[src/rtl/jtag_reg_bank.sv]
// -----------------------------------------------------------------------------
// jtag_reg_bank
//
// Addressed register bank reached through a BSCANE2 USER data register.
// Each DR frame is {wr, addr, data}, shifted LSB first. The capture phase loads
// {frame_err, rd_addr, status word at rd_addr}. The host therefore reads back
// the status word it addressed in the previous frame, and it sees any
// length error from that frame. The update phase checks the frame length.
// A correctly sized write frame loads one control register. A frame of the
// wrong length is discarded and sets the sticky frame_err flag.
//
// Ports
//   tck         JTAG TCK from BSCANE2; the only clock, all logic on posedge
//   tck_resetn  asynchronous active-low reset
//   sel         BSCANE2 SEL; capture/shift/update only act while high
//   capture     BSCANE2 CAPTURE
//   shift       BSCANE2 SHIFT
//   update      BSCANE2 UPDATE
//   tdi         BSCANE2 TDI
//   tdo         to BSCANE2 TDO, driven straight from shift register bit 0
//   stat_in     status words, word i at [i*JDATA_WIDTH +: JDATA_WIDTH]
//   ctrl_out    control registers, same packing as stat_in
//   wr_strobe   one-cycle pulse after each accepted control write
//   wr_addr     address of the most recent accepted write
//   frame_err   sticky flag: last updated frame had the wrong length
// -----------------------------------------------------------------------------
module jtag_reg_bank #(
    parameter int                     JDATA_WIDTH = 32,
    parameter int                     JADDR_WIDTH = 2,
    parameter int                     NUM_REGS    = 4,
    parameter logic [JDATA_WIDTH-1:0] CTRL_RESET  = '0
) (
    input  logic                            tck,
    input  logic                            tck_resetn,
    input  logic                            sel,
    input  logic                            capture,
    input  logic                            shift,
    input  logic                            update,
    input  logic                            tdi,
    output logic                            tdo,
    input  logic [NUM_REGS*JDATA_WIDTH-1:0] stat_in,
    output logic [NUM_REGS*JDATA_WIDTH-1:0] ctrl_out,
    output logic                            wr_strobe,
    output logic [JADDR_WIDTH-1:0]          wr_addr,
    output logic                            frame_err
);

    // Frame length and the bit counter that measures it. The counter
    // saturates at F+1 so that any over-length frame stays distinguishable
    // from a correct one no matter how many extra bits the host shifts.
    localparam int F     = JDATA_WIDTH + JADDR_WIDTH + 1;
    localparam int CNT_W = $clog2(F + 2);

    localparam logic [CNT_W-1:0]     CNT_FRAME  = CNT_W'(F);
    localparam logic [CNT_W-1:0]     CNT_SAT    = CNT_W'(F + 1);
    localparam logic [JADDR_WIDTH:0] NUM_REGS_W = (JADDR_WIDTH + 1)'(NUM_REGS);

    typedef enum logic [1:0] {
        IDLE     = 2'd0,
        LOADED   = 2'd1,
        SHIFTING = 2'd2
    } state_t;

    state_t                   state_reg;
    state_t                   state_next;
    logic [F-1:0]             sr_reg;
    logic [CNT_W-1:0]         bit_cnt_reg;
    logic [JADDR_WIDTH-1:0]   rd_addr_reg;
    logic                     frame_err_reg;
    logic                     wr_strobe_reg;
    logic [JADDR_WIDTH-1:0]   wr_addr_reg;

    logic [JDATA_WIDTH-1:0]   rd_data;
    logic [JDATA_WIDTH-1:0]   frame_data;
    logic [JADDR_WIDTH-1:0]   frame_addr;
    logic                     frame_wr;
    logic                     frame_ok;
    logic                     addr_in_range;
    logic                     do_capture;
    logic                     do_update;
    logic                     do_shift;
    logic                     do_write;

    // Fields of the frame currently held in the shift register.
    assign frame_data = sr_reg[JDATA_WIDTH-1:0];
    assign frame_addr = sr_reg[JDATA_WIDTH +: JADDR_WIDTH];
    assign frame_wr   = sr_reg[F-1];

    assign frame_ok      = (bit_cnt_reg == CNT_FRAME);
    assign addr_in_range = ({1'b0, frame_addr} < NUM_REGS_W);

    // The priority is capture > update > shift. An update in IDLE still
    // pre-empts a shift in the same cycle, but it has no effect of its own.
    assign do_capture = sel & capture;
    assign do_update  = sel & ~capture & update & (state_reg != IDLE);
    assign do_shift   = sel & ~capture & ~update & shift;
    assign do_write   = do_update & frame_ok & frame_wr & addr_in_range;

    // Read mux. An address beyond the implemented registers reads as zero.
    always_comb begin
        rd_data = '0;
        for (int i = 0; i < NUM_REGS; i++) begin
            if ({1'b0, rd_addr_reg} == (JADDR_WIDTH + 1)'(i)) begin
                rd_data = stat_in[i*JDATA_WIDTH +: JDATA_WIDTH];
            end
        end
    end

    // Frame sequencing state.
    always_ff @(posedge tck or negedge tck_resetn) begin
        if (!tck_resetn) begin
            state_reg <= IDLE;
        end else begin
            state_reg <= state_next;
        end
    end

    always_comb begin
        state_next = state_reg;
        if (sel) begin
            if (capture) begin
                state_next = LOADED;
            end else if (update) begin
                if (state_reg != IDLE) begin
                    state_next = IDLE;
                end
            end else if (shift) begin
                if (state_reg == LOADED) begin
                    state_next = SHIFTING;
                end
            end
        end
    end

    // Shift register, length check, read pointer, error flag and write
    // handshake. While sel is low no do_* term is active, so everything holds
    // except the strobe, which drops back to zero.
    always_ff @(posedge tck or negedge tck_resetn) begin
        if (!tck_resetn) begin
            sr_reg        <= '0;
            bit_cnt_reg   <= '0;
            rd_addr_reg   <= '0;
            frame_err_reg <= 1'b0;
            wr_strobe_reg <= 1'b0;
            wr_addr_reg   <= '0;
        end else begin
            wr_strobe_reg <= 1'b0;
            if (do_capture) begin
                // The error flag goes into the wr position so the host sees
                // it in the next frame before a good frame clears it.
                sr_reg      <= {frame_err_reg, rd_addr_reg, rd_data};
                bit_cnt_reg <= '0;
            end else if (do_update) begin
                if (frame_ok) begin
                    rd_addr_reg   <= frame_addr;
                    frame_err_reg <= 1'b0;
                    if (do_write) begin
                        wr_addr_reg   <= frame_addr;
                        wr_strobe_reg <= 1'b1;
                    end
                end else begin
                    frame_err_reg <= 1'b1;
                end
            end else if (do_shift) begin
                sr_reg <= {tdi, sr_reg[F-1:1]};
                if (bit_cnt_reg != CNT_SAT) begin
                    bit_cnt_reg <= bit_cnt_reg + CNT_W'(1);
                end
            end
        end
    end

    // Control registers. Each one loads only on an accepted write to its
    // own address.
    genvar gi;
    generate
        for (gi = 0; gi < NUM_REGS; gi++) begin : g_ctrl
            logic [JDATA_WIDTH-1:0] ctrl_reg;

            always_ff @(posedge tck or negedge tck_resetn) begin
                if (!tck_resetn) begin
                    ctrl_reg <= CTRL_RESET;
                end else if (do_write && (frame_addr == JADDR_WIDTH'(gi))) begin
                    ctrl_reg <= frame_data;
                end
            end

            assign ctrl_out[gi*JDATA_WIDTH +: JDATA_WIDTH] = ctrl_reg;
        end
    endgenerate

    assign tdo       = sr_reg[0];
    assign wr_strobe = wr_strobe_reg;
    assign wr_addr   = wr_addr_reg;
    assign frame_err = frame_err_reg;

endmodule

[config.mk]
export PLATFORM = sky130hd
export DESIGN_NAME = jtag_reg_bank
export DESIGN_NICKNAME = d
export VERILOG_FILES = /design/src/rtl/jtag_reg_bank.sv
export SDC_FILE = /design/constraint.sdc
export NUM_CORES = 1
export LEC_CHECK = 0
export CAP_MARGIN = 20
export CORE_UTILIZATION = 25
export CTS_CLUSTER_DIAMETER = 100
export DETAILED_ROUTE_END_ITERATION = 16
export PLACE_DENSITY_LB_ADDON = 0.05
export SETUP_SLACK_MARGIN = 0.2
export SYNTH_ARGS = -nofsm -noshare
export SYNTH_HDL_FRONTEND = slang
export SYNTH_SLANG_ARGS = --single-unit
export TNS_END_PERCENT = 50
[constraint.sdc]
create_clock -name tck -period 5.7 [get_ports tck]
set_clock_uncertainty 0.2 [all_clocks]
set_input_delay 0.855 -clock tck [delete_from_list [all_inputs] [get_ports tck]]
set_output_delay 0.855 -clock tck [all_outputs]
set_load 0.01 [all_outputs]
==> summary.log, run 1 <==
INFO  route          initialDrtViolationCount=207
INFO  timing         final.min_clock_period=3.852ns
INFO  synthesis      synth_warnings=0
INFO  hold_path      worstHoldPathType=reg2reg
INFO  synthesis      post_synth_instance_area=0.008208mm²
INFO  synthesis      synthDistinctLibCells=42
INFO  timing         max_slew_margin_vs_limit=0.2548
INFO  die            area_of_the_die=0.03356mm²
INFO  worst_setup_path criticalPathCategory=in2reg
INFO  synthesis      synth_compound_area_frac=0.04939
INFO  clock_tree     clock_tree_from_tritoncts=built
INFO  flow_run       maxCapViolations=0
INFO  die            floorplan.io_pins=268
INFO  timing         setup_viol_count_final=0
INFO  global_route   antenna_violations_before_repair=0
INFO  timing         report.final.hold_viol_count=0
INFO  global_route   overflow_left_after_global_routing=0
INFO  synthesis      synth_top_cell_by_area=sky130_fd_sc_hd__dfrtp_1
INFO  synthesis      syn-num-nets=694
INFO  finish         max_reg_flops=128
INFO  run_status     run_status=finished, final reports clean
INFO  synthesis      post_synth_inst_count=557
INFO  route          postRouteWirelength=25810µm
INFO  finish         final_design_area_no_fill=0.01189mm²
INFO  timing         rsz0062_at_grt=false
INFO  worst_setup_path worst_r2r_path_depth=5
INFO  die            chipWidth=183.2µm
INFO  clock_tree     clk-insertion-delay-late=0.42ns
INFO  die            initial_utilization=0.2568
INFO  synthesis      yosys_most_used_dff=sky130_fd_sc_hd__dfrtp_1
INFO  timing         setup-tns-final=0ns
INFO  clock_tree     holdBufCountCts=0
INFO  finish         syn2layout_area_growth=44.83%
INFO  clock_tree     cts.reportedPaths.clkPinSlew=0.07ns
INFO  synthesis      largest_family_of_logic_cells_by_synthesized_area=multiplexers
INFO  timing         tightest_slew=1.118ns
INFO  route          ant_nets_after_route=0
INFO  finish         drive_above_1_share=0.2573
INFO  worst_setup_path rr_endpoint=g_ctrl[2].ctrl_reg[6]
INFO  worst_setup_path register_to_register_setup_slack=2.37ns
INFO  global_route   gr-usage-all-layers=0.1576
INFO  timing         final-max-slew-violation-count=0
INFO  power_and_ir_drop power_leakage=5.383nW
INFO  timing         fmax=0.2596GHz
INFO  power_and_ir_drop max-vdd-ir-drop=0.2008mV
INFO  worst_setup_path start_kind=primary input
INFO  synthesis      synth_commonest_cells=177 x sky130_fd_sc_hd__dfrtp_1, 90 x sky130_fd_sc_hd__mux2_4, 53 x sky130_fd_sc_hd__nand2_1, 43 x sky130_fd_sc_hd__a21oi_1, 40 x sky130_fd_sc_hd__mux2_2
INFO  global_route   grt_max_degree=104
INFO  clock_tree     cts_htree_levels=4
INFO  synthesis      synth_async_sr_flop_share=1.000
INFO  worst_setup_path worst_ep_arrival_time=3.96ns
INFO  clock_tree     cts-root-buf=sky130_fd_sc_hd__clkbuf_16
INFO  route          first_pass_iters=4
INFO  timing         hold-worst-slack=0.3084ns
INFO  synthesis      postSynthRegisterBits=177
INFO  synthesis      synth_mux_area_frac=0.3125
INFO  worst_setup_path critical_path.startpoint=sel
INFO  worst_setup_path critPathMaxFanout=21
INFO  place          post-dp-hpwl=17590µm
INFO  place          gp_routability_congestion=0.7006
INFO  clock_tree     post_cts_resized=0
INFO  place          dpl_cell_area=0.01130mm²
INFO  worst_setup_path critical_path.endpoint=g_ctrl[2].ctrl_reg[6]
INFO  synthesis      synth_edf_count=0
INFO  worst_setup_path worst_setup_path_end_kind=flip-flop
INFO  power_and_ir_drop pwr_density=239.3mW/mm²
INFO  clock_tree     post-cts-setup-buffers=0
INFO  synthesis      yosys.area_share.xor_xnor=0.002134
INFO  synthesis      synth_sequential_area_ratio=0.5396
INFO  synthesis      simple_gate_fraction_of_synth_area=0.06265
INFO  synthesis      synthMostInstantiatedCell=sky130_fd_sc_hd__dfrtp_1
INFO  place          port_buffers=267
INFO  clock_tree     cts_num_sinks=177
INFO  timing         fin_crit_sh=0.6758
INFO  route          wl_per_cell=20.50µm
INFO  synthesis      ys_top_cells_by_area=sky130_fd_sc_hd__dfrtp_1 54%, sky130_fd_sc_hd__mux2_4 16%, sky130_fd_sc_hd__mux4_2 8.8%, sky130_fd_sc_hd__mux2_2 5.5%, sky130_fd_sc_hd__a21oi_1 2.6%
INFO  worst_setup_path critical_path_required=5.80ns
INFO  route          remaining_drc_errors=0
INFO  worst_setup_path worstReg2RegStart=bit_cnt_reg[3]
INFO  finish         num_antenna_cells=0
INFO  die            core_area=0.03196mm²
INFO  place          placedCellCount=1228
INFO  global_route   first_global_vias=6252
INFO  clock_tree     cts_inserted_buffers=17
INFO  route          route.detailed.vias_per_inst=4.469
INFO  finish         instances_no_fill=1259
INFO  synthesis      synthAdderAreaFrac=0.003049
INFO  die            floorplan.rows=65
INFO  global_route   grt_first_pass_wirelength=39360µm
INFO  die            die_h=183.2µm
INFO  route          vias_after_detailed_routing=5627
INFO  synthesis      synth.avg_cell_area=14.74µm²
INFO  clock_tree     clock_tree.buffer_depth=2
INFO  finish         layout.nets=949
INFO  synthesis      post-synth-top-area-fraction=0.5396
==> cells in the final DEF, fill, tap and decap left out, drive strengths merged, types with 2 or more instances in the layout <==
cell type	count
clkdlybuf4s50	266
dfrtp	177
mux2	132
nand2	53
a21oi	43
mux4	32
nor2	27
clkbuf	20
a32oi	12
buf	8
inv	8
o21ai	5
clkinvlp	3
nand3	3
nand4b	2
nor2b	2
o21a	2
a31oi	2
mux2i	2
o31ai	2
or4	2
ha	2
clkinv	2
bufinv	2
nand4	2
==> worst min-delay path by stage <==
stage / depth (start not counted) / slack (ns) / to / startpoint
floorplan: 2 / 0.27 / state_reg[0] / state_reg[0]
CTS: 1 / 0.31 / g_ctrl[0].ctrl_reg[11] / g_ctrl[0].ctrl_reg[11]
detailed placement: 1 / 0.29 / g_ctrl[0].ctrl_reg[21] / g_ctrl[0].ctrl_reg[21]
global route: 1 / 0.32 / g_ctrl[3].ctrl_reg[11] / g_ctrl[3].ctrl_reg[11]
global placement: 1 / 0.28 / g_ctrl[0].ctrl_reg[0] / g_ctrl[0].ctrl_reg[0]
finish: 1 / 0.31 / wr_addr[1] / wr_addr[1]
==> logic make-up after synthesis <==
family / Yosys count
flops: 177
mux: 166
simple gates: 100
compound gates: 68
buf+inv: 42
xor+xnor: 2
fa+ha+maj: 2
==> report_power, final <==
| group | switching (mW) | leakage (nW) | total, mW | internal (mW) |
|---|---|---|---|---|
| clock | 0.530 | 0.279 | 1.20 | 0.667 |
| combinational | 0.108 | 2.72 | 0.254 | 0.146 |
| sequential | 0.0918 | 2.38 | 1.39 | 1.30 |
==> per-layer routing <==
| metal | vias to the layer above | part of all wire | track usage |
|---|---|---|---|
| met5 | - | 0 | 0 |
| met4 | 0 | 0.0079 | 0.03067 |
| met3 | 13 | 0.037 | 0.03197 |
| met2 | 148 | 0.50 | 0.2675 |
| met1 | 2926 | 0.45 | 0.2078 |
| li1 | 2540 | - | - |
==> per-stage QoR <==
step	worst slack (ns)	total power [mW]	utilization
after global routing	1.722	2.982	0.3719
after CTS	1.833	2.902	0.3719
after global placement	1.319	1.668	0.3520
final	1.848	2.845	0.3719
after detailed placement	1.373	1.679	0.3535
after floorplan	2.797	1.487	-
==> final cells by class <==
cell class / instances / area [µm²]
Clock buffer: 19 / 442.9
Clock inverter: 12 / 146.4
Fill cell: 3095 / 20070
Inverter: 3 / 11.26
Multi-Input combinational cell: 338 / 3542
Sequential cell: 177 / 4432
Tap cell: 435 / 544.3
Timing Repair Buffer: 275 / 2769
==> worst max-delay path, stage by stage <==
cell                              delay (ns)
sky130_fd_sc_hd__clkdlybuf4s50_1        0.67
sky130_fd_sc_hd__nand3b_1               0.21
sky130_fd_sc_hd__nor4_4                 0.74
sky130_fd_sc_hd__nand4b_4               0.69
sky130_fd_sc_hd__buf_4                  0.46
sky130_fd_sc_hd__mux2_4                 0.31
Power figures use the tool's default switching activity.
==> run 2, diff against run 1 <==
clock period = 4.03 ns   (was 5.7 ns; I/O delays follow)
==> summary.log, run 2 (synthesis results as in run 1) <==
INFO  timing         fin_crit_sh=0.7358
INFO  worst_setup_path worst_ep_arrival_time=3.07ns
INFO  die            chipWidth=183.2µm
INFO  flow_run       maxCapViolations=0
INFO  die            core_area=0.03196mm²
INFO  global_route   gr-usage-all-layers=0.1587
INFO  clock_tree     post_cts_resized=0
INFO  timing         final.min_clock_period=2.965ns
INFO  die            floorplan.rows=65
INFO  route          remaining_drc_errors=0
INFO  worst_setup_path critPathMaxFanout=22
INFO  place          placedCellCount=1238
INFO  clock_tree     post-cts-setup-buffers=0
INFO  route          route.detailed.vias_per_inst=4.474
INFO  clock_tree     cts_htree_levels=4
INFO  worst_setup_path critical_path_required=4.13ns
INFO  die            die_h=183.2µm
INFO  worst_setup_path crit_path_top_delay_cell=sky130_fd_sc_hd__clkdlybuf4s50_1
INFO  clock_tree     holdBufCountCts=0
INFO  finish         layout.cells.most_common_list=266 x sky130_fd_sc_hd__clkdlybuf4s50_1, 175 x sky130_fd_sc_hd__dfrtp_1, 90 x sky130_fd_sc_hd__mux2_4
INFO  worst_setup_path critPathMaxStageDelay=0.68ns
INFO  route          ant_nets_after_route=0
INFO  worst_setup_path start_kind=primary input
INFO  finish         final_design_area_no_fill=0.01195mm²
INFO  route          initialDrtViolationCount=178
INFO  finish         final.fill_count=3074
INFO  global_route   grt_first_pass_wirelength=39700µm
INFO  die            area_of_the_die=0.03356mm²
INFO  clock_tree     clk-insertion-delay-late=0.42ns
INFO  finish         num_antenna_cells=0
INFO  hold_path      worstHoldPathType=in2async
INFO  timing         report.final.hold_viol_count=0
INFO  finish         instances_no_fill=1270
INFO  worst_setup_path criticalPathCategory=in2reg
INFO  finish         drive_above_1_share=0.2647
INFO  power_and_ir_drop max-vdd-ir-drop=0.2701mV
INFO  power_and_ir_drop design_power=3.955mW
INFO  finish         max_reg_flops=128
INFO  timing         setup-tns-final=0ns
INFO  power_and_ir_drop power_leakage=5.420nW
INFO  timing         fmax=0.3372GHz
INFO  place          port_buffers=267
INFO  finish         layout.nets=959
INFO  clock_tree     cts_num_sinks=177
INFO  die            initial_utilization=0.2568
INFO  place          gp_routability_congestion=0.7027
INFO  worst_setup_path worst-path-buf-inv=3
INFO  timing         timing.final.ws_setup=1.065ns
INFO  clock_tree     clock_tree_from_tritoncts=built
INFO  timing         rsz0062_at_grt=false
INFO  power_and_ir_drop pwr_density=330.9mW/mm²
INFO  clock_tree     clock_tree.buffer_depth=2
INFO  route          wl_per_cell=20.31µm
INFO  clock_tree     cts.reportedPaths.clkPinSlew=0.07ns
INFO  clock_tree     cts-root-buf=sky130_fd_sc_hd__clkbuf_16
INFO  place          post-dp-hpwl=18240µm
INFO  clock_tree     cts_inserted_buffers=17
INFO  timing         max_slew_margin_vs_limit=0.3554
INFO  timing         tightest_slew=0.9669ns
INFO  timing         final-max-slew-violation-count=0
INFO  route          first_pass_iters=7
INFO  finish         multi_input_area=0.003542mm²
INFO  die            floorplan.io_pins=268
INFO  finish         syn2layout_area_growth=45.61%
INFO  route          vias_after_detailed_routing=5682
INFO  run_status     run_status=finished, final reports clean
INFO  route          highest-signal-layer=met5
INFO  global_route   first_global_vias=6401
INFO  place          dpl_cell_area=0.01139mm²
INFO  timing         setup_viol_count_final=0
INFO  route          detailed_routed_wire_length_on_met2=12750µm
INFO  place          pre_cts_ws=0.6305ns
INFO  finish         seq_area=0.004432mm²
INFO  route          met3RoutedLength=1182µm
INFO  worst_setup_path worst_setup_path_end_kind=flip-flop
INFO  route          wl_met1=11670µm
INFO  worst_setup_path critical-path-top-delay-family=buffers and inverters
INFO  global_route   overflow_left_after_global_routing=0
INFO  route          postRouteWirelength=25800µm
INFO  worst_setup_path critical_path.cell_chain=clkdlybuf4s50_1 > nand3b_1 > nor4_4 > buf_4 > nand4_4 > buf_12 > mux2_4
INFO  global_route   antenna_violations_before_repair=1
INFO  finish         layout_commonest_cell=sky130_fd_sc_hd__clkdlybuf4s50_1
INFO  global_route   grt_max_degree=86
[run 2: changes by cell type in the layout (fill, tap and decap cells not counted)]
cell / delta
sky130_fd_sc_hd__clkbuf_8: -1
sky130_fd_sc_hd__buf_12: +3
sky130_fd_sc_hd__clkinvlp_4: +1
sky130_fd_sc_hd__buf_4: +8
sky130_fd_sc_hd__buf_16: -1
sky130_fd_sc_hd__bufinv_16: -1
sky130_fd_sc_hd__clkbuf_1: +2
[run 2: power breakdown]
part	switching (mW)	internal (mW)	total (mW)
registers	0.132	1.84	1.97
clock network	0.755	0.868	1.62
logic	0.151	0.207	0.358
[run 2: worst register-to-register path: stages (launching register included)]
cell	delay, ns
sky130_fd_sc_hd__dfrtp_1	0.43
sky130_fd_sc_hd__or3b_1	0.45
sky130_fd_sc_hd__nor4_4	0.21
sky130_fd_sc_hd__buf_4	0.24
sky130_fd_sc_hd__nand4_4	0.34
sky130_fd_sc_hd__buf_12	0.34
sky130_fd_sc_hd__mux2_4	0.35
[run 2: stage by stage]
stage | hold slack, ns | utilization
finish | 0.004814 | 0.3739
global route | 0.05780 | 0.3739
CTS | 0.04355 | 0.3739
detailed placement | 0.2902 | 0.3564
global placement | 0.2793 | 0.3558
floorplan | 0.1089 | -
[run 2: final timing paths]
kind,from,end,slack (ns),cells past startpoint
worst max-delay path,sel,g_ctrl[3].ctrl_reg[1],1.06,7
worst min-delay path,tck_resetn,g_ctrl[1].ctrl_reg[5],0.005,1
worst max register to register,bit_cnt_reg[3],g_ctrl[3].ctrl_reg[1],1.36,6
worst min register to register,g_ctrl[0].ctrl_reg[0],g_ctrl[0].ctrl_reg[0],0.30,1
max in group asynchronous,tck_resetn,g_ctrl[0].ctrl_reg[9],2.71,2
min in group tck,g_ctrl[0].ctrl_reg[0],g_ctrl[0].ctrl_reg[0],0.30,1
[run 2: cell type report]
| type | instances | area share |
|---|---|---|
| flip-flops and latches | 177 | 0.3708 |
| multi-input cells | 338 | 0.2964 |
| repair buffers | 285 | 0.2394 |
| well taps | 435 | 0.04554 |
| clock buffers | 20 | 0.03654 |
| clock inverters | 12 | 0.01036 |
| inverters | 3 | 0.0009422 |
[run 2: metal layers]
metal,up-vias,GRT usage
met5,-,0
met4,2,0.04033
met3,12,0.03177
met2,164,0.2646
met1,2943,0.2099
li1,2561,-
